==> src/rtl/flash_guard_pkg.sv <==
// Shared definitions for the flash write guard: state encoding and JEDEC command bytes.
package flash_guard_pkg;

    typedef enum logic [3:0] {
        ST_IDLE = 4'd0,
        ST_U1   = 4'd1,
        ST_U2   = 4'd2,
        ST_PROG = 4'd3,
        ST_E_U0 = 4'd4,
        ST_E_U1 = 4'd5,
        ST_E_U2 = 4'd6
    } guard_state_t;

    localparam logic [7:0] CMD_UNLOCK1 = 8'hAA;
    localparam logic [7:0] CMD_UNLOCK2 = 8'h55;
    localparam logic [7:0] CMD_PROG    = 8'hA0;
    localparam logic [7:0] CMD_ERASE   = 8'h80;
    localparam logic [7:0] CMD_SECTOR  = 8'h30;
    localparam logic [7:0] CMD_CHIP    = 8'h10;
    localparam logic [7:0] CMD_RESET   = 8'hF0;

endpackage

==> src/rtl/flash_busy_timer.sv <==
// Loadable down-counter that flags the program/erase timeout window while nonzero.
module flash_busy_timer #(
    parameter int unsigned     WIDTH      = 16,
    parameter logic [WIDTH-1:0] LOAD_VALUE = 16'd4096
) (
    input  logic clk,
    input  logic reset,
    input  logic load,
    output logic busy
);

    logic [WIDTH-1:0] count;

    // Reload on each accepted command (no accumulation), otherwise count down to zero.
    always_ff @(negedge clk) begin
        if (reset) begin
            count <= '0;
        end else if (load) begin
            count <= LOAD_VALUE;
        end else if (count != '0) begin
            count <= count - WIDTH'(1);
        end
    end

    assign busy = (count != '0);

endmodule

==> src/rtl/flash_write_guard.sv <==
// Gates CPU writes in the ROM window so only well-formed JEDEC command sequences reach flash WE.
module flash_write_guard
    import flash_guard_pkg::*;
#(
    parameter int unsigned                  UNLOCK_ADDR_BITS = 11,
    parameter logic [UNLOCK_ADDR_BITS-1:0]  ADDR_A           = 11'h555,
    parameter logic [UNLOCK_ADDR_BITS-1:0]  ADDR_B           = 11'h2AA,
    parameter logic [15:0]                  BUSY_CYCLES      = 16'd4096
) (
    input  logic        m2,
    input  logic        reset,
    input  logic        guard_en,
    input  logic        romsel,
    input  logic        cpu_rw_in,
    input  logic [14:0] cpu_addr_in,
    input  logic [7:0]  cpu_data_in,
    output logic        we_allow,
    output logic        busy,
    output logic        cmd_done,
    output logic        violation,
    output logic [3:0]  state_dbg
);

    guard_state_t state, state_next;
    logic         rom_wr;
    logic         match_a, match_b;
    logic         addr_ok;
    logic         cmd_accept;
    logic         viol_next;
    logic         unused_addr_hi;

    assign rom_wr         = ~romsel & ~cpu_rw_in;
    assign match_a        = (cpu_addr_in[UNLOCK_ADDR_BITS-1:0] == ADDR_A);
    assign match_b        = (cpu_addr_in[UNLOCK_ADDR_BITS-1:0] == ADDR_B);
    assign unused_addr_hi = ^cpu_addr_in[14:UNLOCK_ADDR_BITS];

    // Address-only write permission per state; data is not yet valid when WE falls.
    always_comb begin
        addr_ok = 1'b0;
        case (state)
            ST_IDLE, ST_U2, ST_E_U0: addr_ok = match_a;
            ST_U1, ST_E_U1:          addr_ok = match_b;
            ST_PROG, ST_E_U2:        addr_ok = 1'b1;
            default:                 addr_ok = 1'b0;
        endcase
        we_allow = ~reset & (~guard_en | addr_ok);
    end

    // Sequence tracking: a ROM write either advances the expected step or drops back to IDLE.
    always_comb begin
        state_next = state;
        cmd_accept = 1'b0;
        viol_next  = 1'b0;
        if (!guard_en) begin
            state_next = ST_IDLE;
        end else if (rom_wr) begin
            state_next = ST_IDLE;
            case (state)
                ST_IDLE: if (match_a && cpu_data_in == CMD_UNLOCK1) state_next = ST_U1;
                ST_U1:   if (match_b && cpu_data_in == CMD_UNLOCK2) state_next = ST_U2;
                ST_U2: begin
                    if (match_a && cpu_data_in == CMD_PROG)       state_next = ST_PROG;
                    else if (match_a && cpu_data_in == CMD_ERASE) state_next = ST_E_U0;
                end
                ST_PROG: cmd_accept = 1'b1;
                ST_E_U0: if (match_a && cpu_data_in == CMD_UNLOCK1) state_next = ST_E_U1;
                ST_E_U1: if (match_b && cpu_data_in == CMD_UNLOCK2) state_next = ST_E_U2;
                ST_E_U2: begin
                    if (cpu_data_in == CMD_SECTOR || (match_a && cpu_data_in == CMD_CHIP))
                        cmd_accept = 1'b1;
                end
                default: state_next = ST_IDLE;
            endcase
            // Only writes that never reached flash count as violations; F0 is always benign.
            if (!addr_ok && cpu_data_in != CMD_RESET) viol_next = 1'b1;
        end
    end

    // State and single-cycle status pulses, updated when write data is valid.
    always_ff @(negedge m2) begin
        if (reset) begin
            state     <= ST_IDLE;
            cmd_done  <= 1'b0;
            violation <= 1'b0;
        end else begin
            state     <= state_next;
            cmd_done  <= cmd_accept;
            violation <= viol_next;
        end
    end

    assign state_dbg = state;

    flash_busy_timer #(
        .WIDTH      (16),
        .LOAD_VALUE (BUSY_CYCLES)
    ) u_busy_timer (
        .clk   (m2),
        .reset (reset),
        .load  (cmd_accept),
        .busy  (busy)
    );

endmodule

==> config.mk <==
export PLATFORM = sky130hd
export DESIGN_NAME = flash_write_guard
export DESIGN_NICKNAME = d
export VERILOG_FILES = /design/src/rtl/flash_guard_pkg.sv /design/src/rtl/flash_busy_timer.sv /design/src/rtl/flash_write_guard.sv
export SDC_FILE = /design/constraint.sdc
export NUM_CORES = 1
export LEC_CHECK = 0
export BUFFER_PORTS_ARGS = -buffer_cell sky130_fd_sc_hd__buf_2
export CAP_MARGIN = 25
export CORE_AREA = 4 4 66 68
export CTS_CLUSTER_DIAMETER = 80
export DETAILED_ROUTE_END_ITERATION = 10
export DIE_AREA = 0 0 70 72
export PLACE_DENSITY = 0.59
export SYNTH_ARGS = -nofsm -noshare
export SYNTH_HDL_FRONTEND = slang
export SYNTH_SLANG_ARGS = --single-unit
export TNS_END_PERCENT = 100
==> constraint.sdc <==
create_clock -name m2 -period 5.6 [get_ports m2]
set_clock_uncertainty 0.15 [all_clocks]
set_input_delay 0.84 -clock m2 [delete_from_list [all_inputs] [get_ports m2]]
set_output_delay 0.84 -clock m2 [all_outputs]
set_load 0.01 [all_outputs]
==> summary.txt, run 1 <==
Cell area after synthesis: 1290 sq um
Worst setup path startpoint: u_busy_timer.count[15]$_SDFFE_NP0P_
Max-Cap Viols: 0
FF+latch count, synth: 21
CTS Buf Count: 3
Clock power share: 20.8%
CP peak stage delay: 550 ps
Layer with the highest usage: met2
Final ANT Viol Nets: 0
Register area share after synthesis: 32.6%
CP startpoint kind: flop
Final hold vios: 0
Synth area leaders: dfxtp_1 (33%), nor2_1 (8.4%), xnor2_1 (4.1%), mux2i_1 (3.9%), nand2_1 (3.2%)
Switching power: 409 uW
Placed Cells: 240
Number of DRC markers in iteration 0: 21
Sw frac: 41.9%
Setup TNS: 0 ps
Synth top area share: 32.6%
Multi-input logic area: 835 sq um
Main synth FF type: dfxtp_1
Largest net degree at the start of global routing: 16
Data required time of the worst path: 4610 ps
Total power: 976 uW
CP bufs+invs: 1
Reg power frac: 26.0%
P per Cell Area: 579 nW/um^2
Row cnt: 23
Status: finished clean
Fillers: 413
Logic pwr share: 53.2%
Synth async-reset ratio: 0%
Routed length per instance: 11.0 um
Slew headroom: 67.5%
Grt total ovfl: 0
PortBufs: 30
Cell leakage power: 0.741 nW
Number of I/O pins: 36
Crit path capture type: output port
Die width: 70 um
CP Data Arrival Time: 4520 ps
GRT met1 Usage: 14.0%
DIE AREA: 5040 sq um
Worst r2r src: state_dbg[0]$_SDFFE_NP0P_
HP Class: reg2reg
Placer Congestion: 0.851
Vias in the first global route: 1283
Top cells by count, synth: nor2_1 (29), dfxtp_1 (21), nand2_1 (11)
HPWL Detailed: 2170 um
H-tree levels: 1
Final net count: 245
Worst Hold Launch: u_busy_timer.count[4]$_SDFFE_NP0P_
Initial antenna violation count: 0
Final std cells w/o fill: 265
Met2 Use GR: 19.7%
First-pass GRT wire length: 5090 um
Total Routing Usage GR: 12.0%
Clk slew on worst S/H paths: 40 ps
Vias per Instance: 4.83
Critical-path maximum fanout: 5
Worst path cell trace: or4_4 > nor4_4 > nand2_2 > buf_2
# diodes: 0
Critical-path top delay cell: or4_4
Share of layout cells above drive strength 1: 26.0%
RSZ-0062 raised after global routing: false
Clock Latency Late Sink: 340 ps
Syn_nets: 186
Crit path max-delay family: simple AND/OR/NAND/NOR gates
Core Box Area: 3860 sq um
Critical path class: reg2out
Count leader, synth: nor2_1
Area grow syn2layout: 30.6%
Ys Warns: 0
Vias: 1280
Actual slew at the worst max-slew pin: 475 ps
Final WL: 2930 um
Post-Synthesis Cells: 157
Sink Count: 21
CTS tree: built
Die height: 72 um
Number of flops mapped to enable cells by yosys: 0
Root buffer cell: clkbuf_8
DRT Pass-1 Iters: 4
Syn Area/Cell: 8.22 sq um
Seq. cell area: 423 sq um
Starting Density: 33.5%
Drt drc: 0
Synth unique cells: 48
Synth area leader: dfxtp_1
Max clock buf depth: 2
Internal power: 567 uW
Fin. max-slew vios: 0
Endpoints failing setup: 0
Peak supply drop: 0.156 mV
Grt met3 use: 2.91%
## worst register-to-register path, cell delays in order (launching register included)
cell	delay, ps
dfxtp_1	300
buf_4	160
or4_1	510
nor3_1	150
o21a_1	180
a31o_2	380
nor2_1	100
## cell usage in the layout (no fill, tap or decap), types with 2 or more instances in the layout
master	instances
nand4_1	2
a211oi_1	2
nor3b_1	2
and3_1	3
nor2_1	29
nor4_2	2
mux2i_1	5
dfxtp_2	2
buf_4	6
or4_4	2
a31o_2	2
or3_1	2
xnor2_1	6
nor2b_1	2
a21oi_1	8
o21a_1	2
dfxtp_1	19
nor4_1	3
o21bai_1	2
buf_2	30
or3b_1	2
o21ai_0	4
nand2_1	11
inv_1	26
clkbuf_8	3
nand3_1	7
nor3_1	6
## flip-flops by register name (all words and copies together) (netlist names)
| name | count |
|---|---|
| state_dbg | 3 |
| cmd_done | 1 |
| u_busy_timer.count | 16 |
| violation | 1 |
## power by group through the flow
stage               Combinational, mW  Clock (mW)  Sequential [mW]
finish                          0.519       0.203            0.254
global route                    0.583       0.234            0.263
CTS                             0.519       0.214            0.252
detailed placement              0.505      0.0240            0.254
global placement                0.504      0.0240            0.254
floorplan                       0.403      0.0240            0.243
## final timing paths
path	end	slack, ps	cells after the start
setup / recovery	busy	90	4
hold / removal	u_busy_timer.count[4]$_SDFFE_NP0P_	320	2
setup reg to reg	u_busy_timer.count[6]$_SDFFE_NP0P_	3540	6
hold reg to reg	u_busy_timer.count[4]$_SDFFE_NP0P_	320	2
## metrics by stage
stage	setup slack [ps]	hold slack, ps	area, sq um	util, %
after CTS	37.6	328	1670	43.3
after floorplan	322	299	1290	-
after global routing	6.98	362	1680	43.7
after global placement	144	313	1520	39.4
after detailed placement	149	321	1520	39.4
final	89.5	322	1680	43.7
## layout make-up
| type | instances | area share [%] |
|---|---|---|
| sequential | 21 | 25.1 |
| tap | 50 | 3.71 |
| timing repair buffer | 36 | 11.6 |
| clock buffer | 3 | 2.45 |
| clock inverter | 22 | 6.46 |
| inverter | 5 | 1.11 |
| multi-input combinational | 128 | 49.6 |
## cells by family (layout without fill, tap and decap cells)
family	Yosys count	after routing	share of synthesized area, %
buf+inv	8	66	3.49
fa+ha+maj	1	1	0.970
other cells	1	1	0.291
mux	5	5	3.88
simple gates	88	88	39.2
compound gates	27	27	15.5
flops	21	21	32.6
xor+xnor	6	6	4.07
## metal layers
layer,vias up,share of wire [%]
li1,686,-
met1,556,49
met2,34,45
met3,4,4.9
met4,0,1.7
met5,-,0
## what timing repair did
item,CTS,global route
pin swaps,1,1
resized for setup,0,4
gates cloned,0,0
hold buffers,0,0
buffers inserted,1,0
endpoints found under the setup margin,1,2
(Power assumes the default switching activity.)
==> run 2: changes to the inputs <==
Settings changed: CTS_BUF_LIST from default to sky130_fd_sc_hd__clkbuf_2, CTS_CLUSTER_DIAMETER 80 to 30.
==> summary.txt, run 2 (synthesized netlist as in run 1, its figures left out) <==
Vias: 1302
Placed Cells: 240
Starting Density: 33.5%
Worst r2r src: u_busy_timer.count[6]$_SDFFE_NP0P_
Final WL: 3010 um
Sw frac: 42.4%
Total power: 990 uW
Final std cells w/o fill: 268
Peak supply drop: 0.187 mV
DRT Pass-1 Iters: 4
Cell leakage power: 0.751 nW
P per Cell Area: 586 nW/um^2
Critical path class: reg2out
Worst Hold Depth: 2
Max-Cap Viols: 0
Final hold vios: 0
Sink Count: 21
Vias in the first global route: 1312
Worst Hold Launch: u_busy_timer.count[4]$_SDFFE_NP0P_
Actual slew at the worst max-slew pin: 476 ps
Hold endpoint: u_busy_timer.count[4]$_SDFFE_NP0P_
Commonest cells after routing, fill and taps aside: nor2_1 (29), buf_2 (29), inv_1 (26), dfxtp_1 (18), nand2_1 (11)
Logic pwr share: 57.7%
Critical-path maximum fanout: 2
CTS Buf Count: 3
Placed instance area: 1520 sq um
Switching power: 420 uW
Routed length per instance: 11.2 um
Slew headroom: 67.4%
Core Box Area: 3860 sq um
Setup TNS: 0 ps
RSZ-0062 raised after global routing: true
Pre-CTS setup slack: 149 ps
Total Routing Usage GR: 12.3%
Drt drc: 0
Number of I/O pins: 36
Die height: 72 um
Status: finished clean
Crit path capture type: output port
Fin. max-slew vios: 0
Clock Latency Late Sink: 390 ps
Crit Reg-Reg Endpoint: u_busy_timer.count[14]$_SDFFE_NP0P_
Final net count: 248
H-tree levels: 1
First-pass GRT wire length: 5180 um
Share of layout cells above drive strength 1: 27.5%
Max clock buf depth: 2
Number of DRC markers in iteration 0: 44
# diodes: 0
Grt total ovfl: 0
Row cnt: 23
Max reg flops: 16
Vias per Instance: 4.86
Initial antenna violation count: 0
Post-route cell area: 1690 sq um
FF-to-FF path depth: 6
PortBufs: 30
CP Data Arrival Time: 4570 ps
CTS tree: built
Largest net degree at the start of global routing: 16
DIE AREA: 5040 sq um
Root buffer cell: clkbuf_2
HP Class: reg2reg
Reg with most FFs: u_busy_timer.count
Internal power: 570 uW
Endpoints failing setup: 0
Fillers: 416
HPWL Detailed: 2170 um
Area grow syn2layout: 31.0%
Final ANT Viol Nets: 0
R2r setup slk: 3420 ps
Data required time of the worst path: 4610 ps
Final worst slack: 43.3 ps
Post-route core utilization: 43.8%
Clock power share: 16.9%
Reg power frac: 25.4%
Placer Congestion: 0.851
Die width: 70 um
CP startpoint kind: flop
Hold_ws: 325 ps
Clk slew on worst S/H paths: 60 ps
[run 2: cell types whose count changed in the layout (fill, tap and decap cells not counted), sizes merged]
cell,previous run,this run
buf,36,39
[run 2: power groups by stage]
stage               clock network, mW  registers [mW]  logic, mW
finish                          0.167           0.251      0.571
global route                    0.198           0.261      0.635
CTS                             0.178           0.250      0.560
detailed placement             0.0240           0.254      0.505
global placement               0.0240           0.254      0.504
floorplan                      0.0240           0.243      0.403
[run 2: layout make-up]
type | instances | area, sq um | share of cell area (%)
Multi-Input combinational cell | 128 | 835 | 49.4
Sequential cell | 21 | 427 | 25.2
Timing Repair Buffer | 39 | 224 | 13.2
Clock inverter | 22 | 109 | 6.44
Tap cell | 50 | 62.6 | 3.70
Inverter | 5 | 18.8 | 1.11
Clock buffer | 3 | 15.0 | 0.888
[run 2: worst max path at each step]
stage / endpoint / slack, ps / startpoint / cells past startpoint
final: busy / 40 / u_busy_timer.count[15]$_SDFFE_NP0P_ / 4
after global routing: busy / -60 / u_busy_timer.count[12]$_SDFFE_NP0P_ / 4
after CTS: busy / 8 / u_busy_timer.count[15]$_SDFFE_NP0P_ / 4
after detailed placement: u_busy_timer.count[6]$_SDFFE_NP0P_ / 150 / cpu_addr_in[1] / 6
after global placement: u_busy_timer.count[1]$_SDFFE_NP0P_ / 140 / cpu_addr_in[1] / 6
after floorplan: u_busy_timer.count[3]$_SDFFE_NP0P_ / 320 / cpu_addr_in[1] / 6
[run 2: critical path, stage by stage (launching register included)]
cell and delay [ps]:
dfxtp_4 340, or4_4 550, nor4_4 250, nand2_2 100
buf_6 130
[run 2: per-layer routing]
| layer | share of wire [%] | vias to the layer above | global-route usage (%) | wire (um) |
|---|---|---|---|---|
| li1 | - | 695 | - | - |
| met5 | 0 | - | 0 | 0 |
| met1 | 48 | 564 | 14.0 | 1440 |
| met4 | 1.6 | 0 | 8.51 | 48 |
| met3 | 5.7 | 4 | 3.32 | 171 |
| met2 | 45 | 39 | 20.0 | 1360 |
[run 2: what timing repair did]
action / in CTS / in global routing
cloned: 0 / 0
endpoints found under the hold margin: 0 / 0
endpoints found under the setup margin: 1 / 2
pin swaps: 3 / 1
gates resized for setup: 5 / 2
buffers inserted: 3 / 1
hold buffers: 0 / 0
==> run 3: changes to the inputs <==
--- a/config.mk
+++ b/config.mk
@@ -8,3 +8,3 @@
 export BUFFER_PORTS_ARGS = -buffer_cell sky130_fd_sc_hd__buf_2
-export CAP_MARGIN = 25
+export CAP_MARGIN = 5
 export CORE_AREA = 4 4 66 68
==> constraint.sdc (replaced) <==
create_clock -name m2 -period 5.6 [get_ports m2]
set_clock_uncertainty 0.15 [all_clocks]
set_input_delay 0.28 -clock m2 [delete_from_list [all_inputs] [get_ports m2]]
set_output_delay 0.28 -clock m2 [all_outputs]
set_load 0.01 [all_outputs]
==> summary.txt, run 3 (synthesized netlist as in run 1, its figures left out) <==
Highest metal used: met4
HP Class: reg2reg
PortBufs: 30
Setup TNS: 0 ps
Actual slew at the worst max-slew pin: 508 ps
H-tree levels: 1
Gates resized, CTS repair: 0
Die height: 72 um
CP bufs+invs: 1
CP Depth: 4
Crit path capture type: output port
P per Cell Area: 555 nW/um^2
Sink Count: 21
Final net count: 240
Worst path cell trace: or4_4 > nor4_4 > nand2_2 > buf_2
Worst setup path startpoint: u_busy_timer.count[6]$_SDFFE_NP0P_
Hold_ws: 322 ps
Initial antenna violation count: 0
Largest net degree at the start of global routing: 16
Endpoints failing setup: 0
Critical-path top delay cell: or4_4
FF-to-FF path depth: 5
Post-route cell area: 1610 sq um
Placed instance area: 1490 sq um
CTS tree: built
Vias in the first global route: 1246
Critical path class: reg2out
Status: finished clean
Area grow syn2layout: 24.6%
Crit Reg-Reg Endpoint: u_busy_timer.count[13]$_SDFFE_NP0P_
Routed length per instance: 10.9 um
Critical-path maximum fanout: 7
HPWL Detailed: 2140 um
Vias per Instance: 4.98
Clock Latency Late Sink: 410 ps
Share of layout cells above drive strength 1: 22.4%
Most common cell after layout, fill and taps aside: buf_2
Pre-CTS setup slack: 633 ps
DRT Pass-1 Iters: 4
Max reg flops: 16
Slew headroom: 65.2%
DRT met1 WL: 1340 um
Final WL: 2820 um
Total power: 892 uW
Number of DRC markers in iteration 0: 45
Vias: 1296
Max clock buf depth: 2
Seq. cell area: 420 sq um
CTS Buf Count: 3
CP peak stage delay: 590 ps
Drt drc: 0
Cts-stage hold buffer count: 0
Clk slew on worst S/H paths: 60 ps
Placed Cells: 236
DR WL met2: 1310 um
Routed met3 length: 146 um
Grt total ovfl: 0
Commonest cells after routing, fill and taps aside: buf_2 (30), nor2_1 (29), inv_1 (26), dfxtp_1 (21), nand2_1 (11)
Cell leakage power: 0.706 nW
Root buffer cell: clkbuf_2
CP Data Arrival Time: 4910 ps
Final std cells w/o fill: 260
Peak supply drop: 0.157 mV
DIE AREA: 5040 sq um
Postcts setup bufs: 0
Fillers: 413
Max-Cap Viols: 0
Starting Density: 33.5%
Final hold vios: 0
Placer Congestion: 0.792
CP startpoint kind: flop
Reg with most FFs: u_busy_timer.count
Worst r2r src: state_dbg[1]$_SDFFE_NP0P_
Row cnt: 23
Final worst slack: 259 ps
RSZ-0062 raised after global routing: false
Post-route core utilization: 41.7%
Core Box Area: 3860 sq um
Die width: 70 um
Data required time of the worst path: 5170 ps
Total Routing Usage GR: 11.8%
Final ANT Viol Nets: 0
Number of I/O pins: 36
Fin. max-slew vios: 0
Crit path max-delay family: simple AND/OR/NAND/NOR gates
# diodes: 0
R2r setup slk: 3520 ps
First-pass GRT wire length: 5050 um
Multi-input logic area: 825 sq um
CP endpoint: busy
## run 3: worst min-delay path by stage
stage,startpoint,end,slack [ps],cells past startpoint
2_1_floorplan,u_busy_timer.count[4]$_SDFFE_NP0P_,u_busy_timer.count[4]$_SDFFE_NP0P_,300,2
3_3_place_gp,u_busy_timer.count[4]$_SDFFE_NP0P_,u_busy_timer.count[4]$_SDFFE_NP0P_,310,2
3_5_place_dp,u_busy_timer.count[4]$_SDFFE_NP0P_,u_busy_timer.count[4]$_SDFFE_NP0P_,320,2
4_1_cts,u_busy_timer.count[4]$_SDFFE_NP0P_,u_busy_timer.count[4]$_SDFFE_NP0P_,330,2
5_1_grt,u_busy_timer.count[4]$_SDFFE_NP0P_,u_busy_timer.count[4]$_SDFFE_NP0P_,350,2
6_report,u_busy_timer.count[9]$_SDFFE_NP0P_,u_busy_timer.count[9]$_SDFFE_NP0P_,320,2
## run 3: cell type report
class / count / share of cell area (%)
Tap cell: 50 / 3.89
Multi-Input combinational cell: 128 / 51.3
Sequential cell: 21 / 26.1
Clock inverter: 22 / 6.77
Inverter: 5 / 1.17
Clock buffer: 3 / 0.934
Timing Repair Buffer: 31 / 9.81
## run 3: per-layer routing
layer,vias to the layer above,GRT usage (%)
li1,675,-
met5,-,0
met2,38,17.9
met4,0,7.23
met1,581,14.9
met3,2,3.32
## run 3: worst min-delay path, cell delays in order (launching register included)
cell and delay (ps):
dfxtp_1 320, nand2_1 50, a21oi_1 50
## run 3: power by group
group	leakage (nW)	total (mW)	switching (mW)	internal (mW)
Sequential	0.172	0.251	0.0532	0.198
Clock	0.138	0.168	0.0864	0.0813
Combinational	0.396	0.474	0.259	0.215
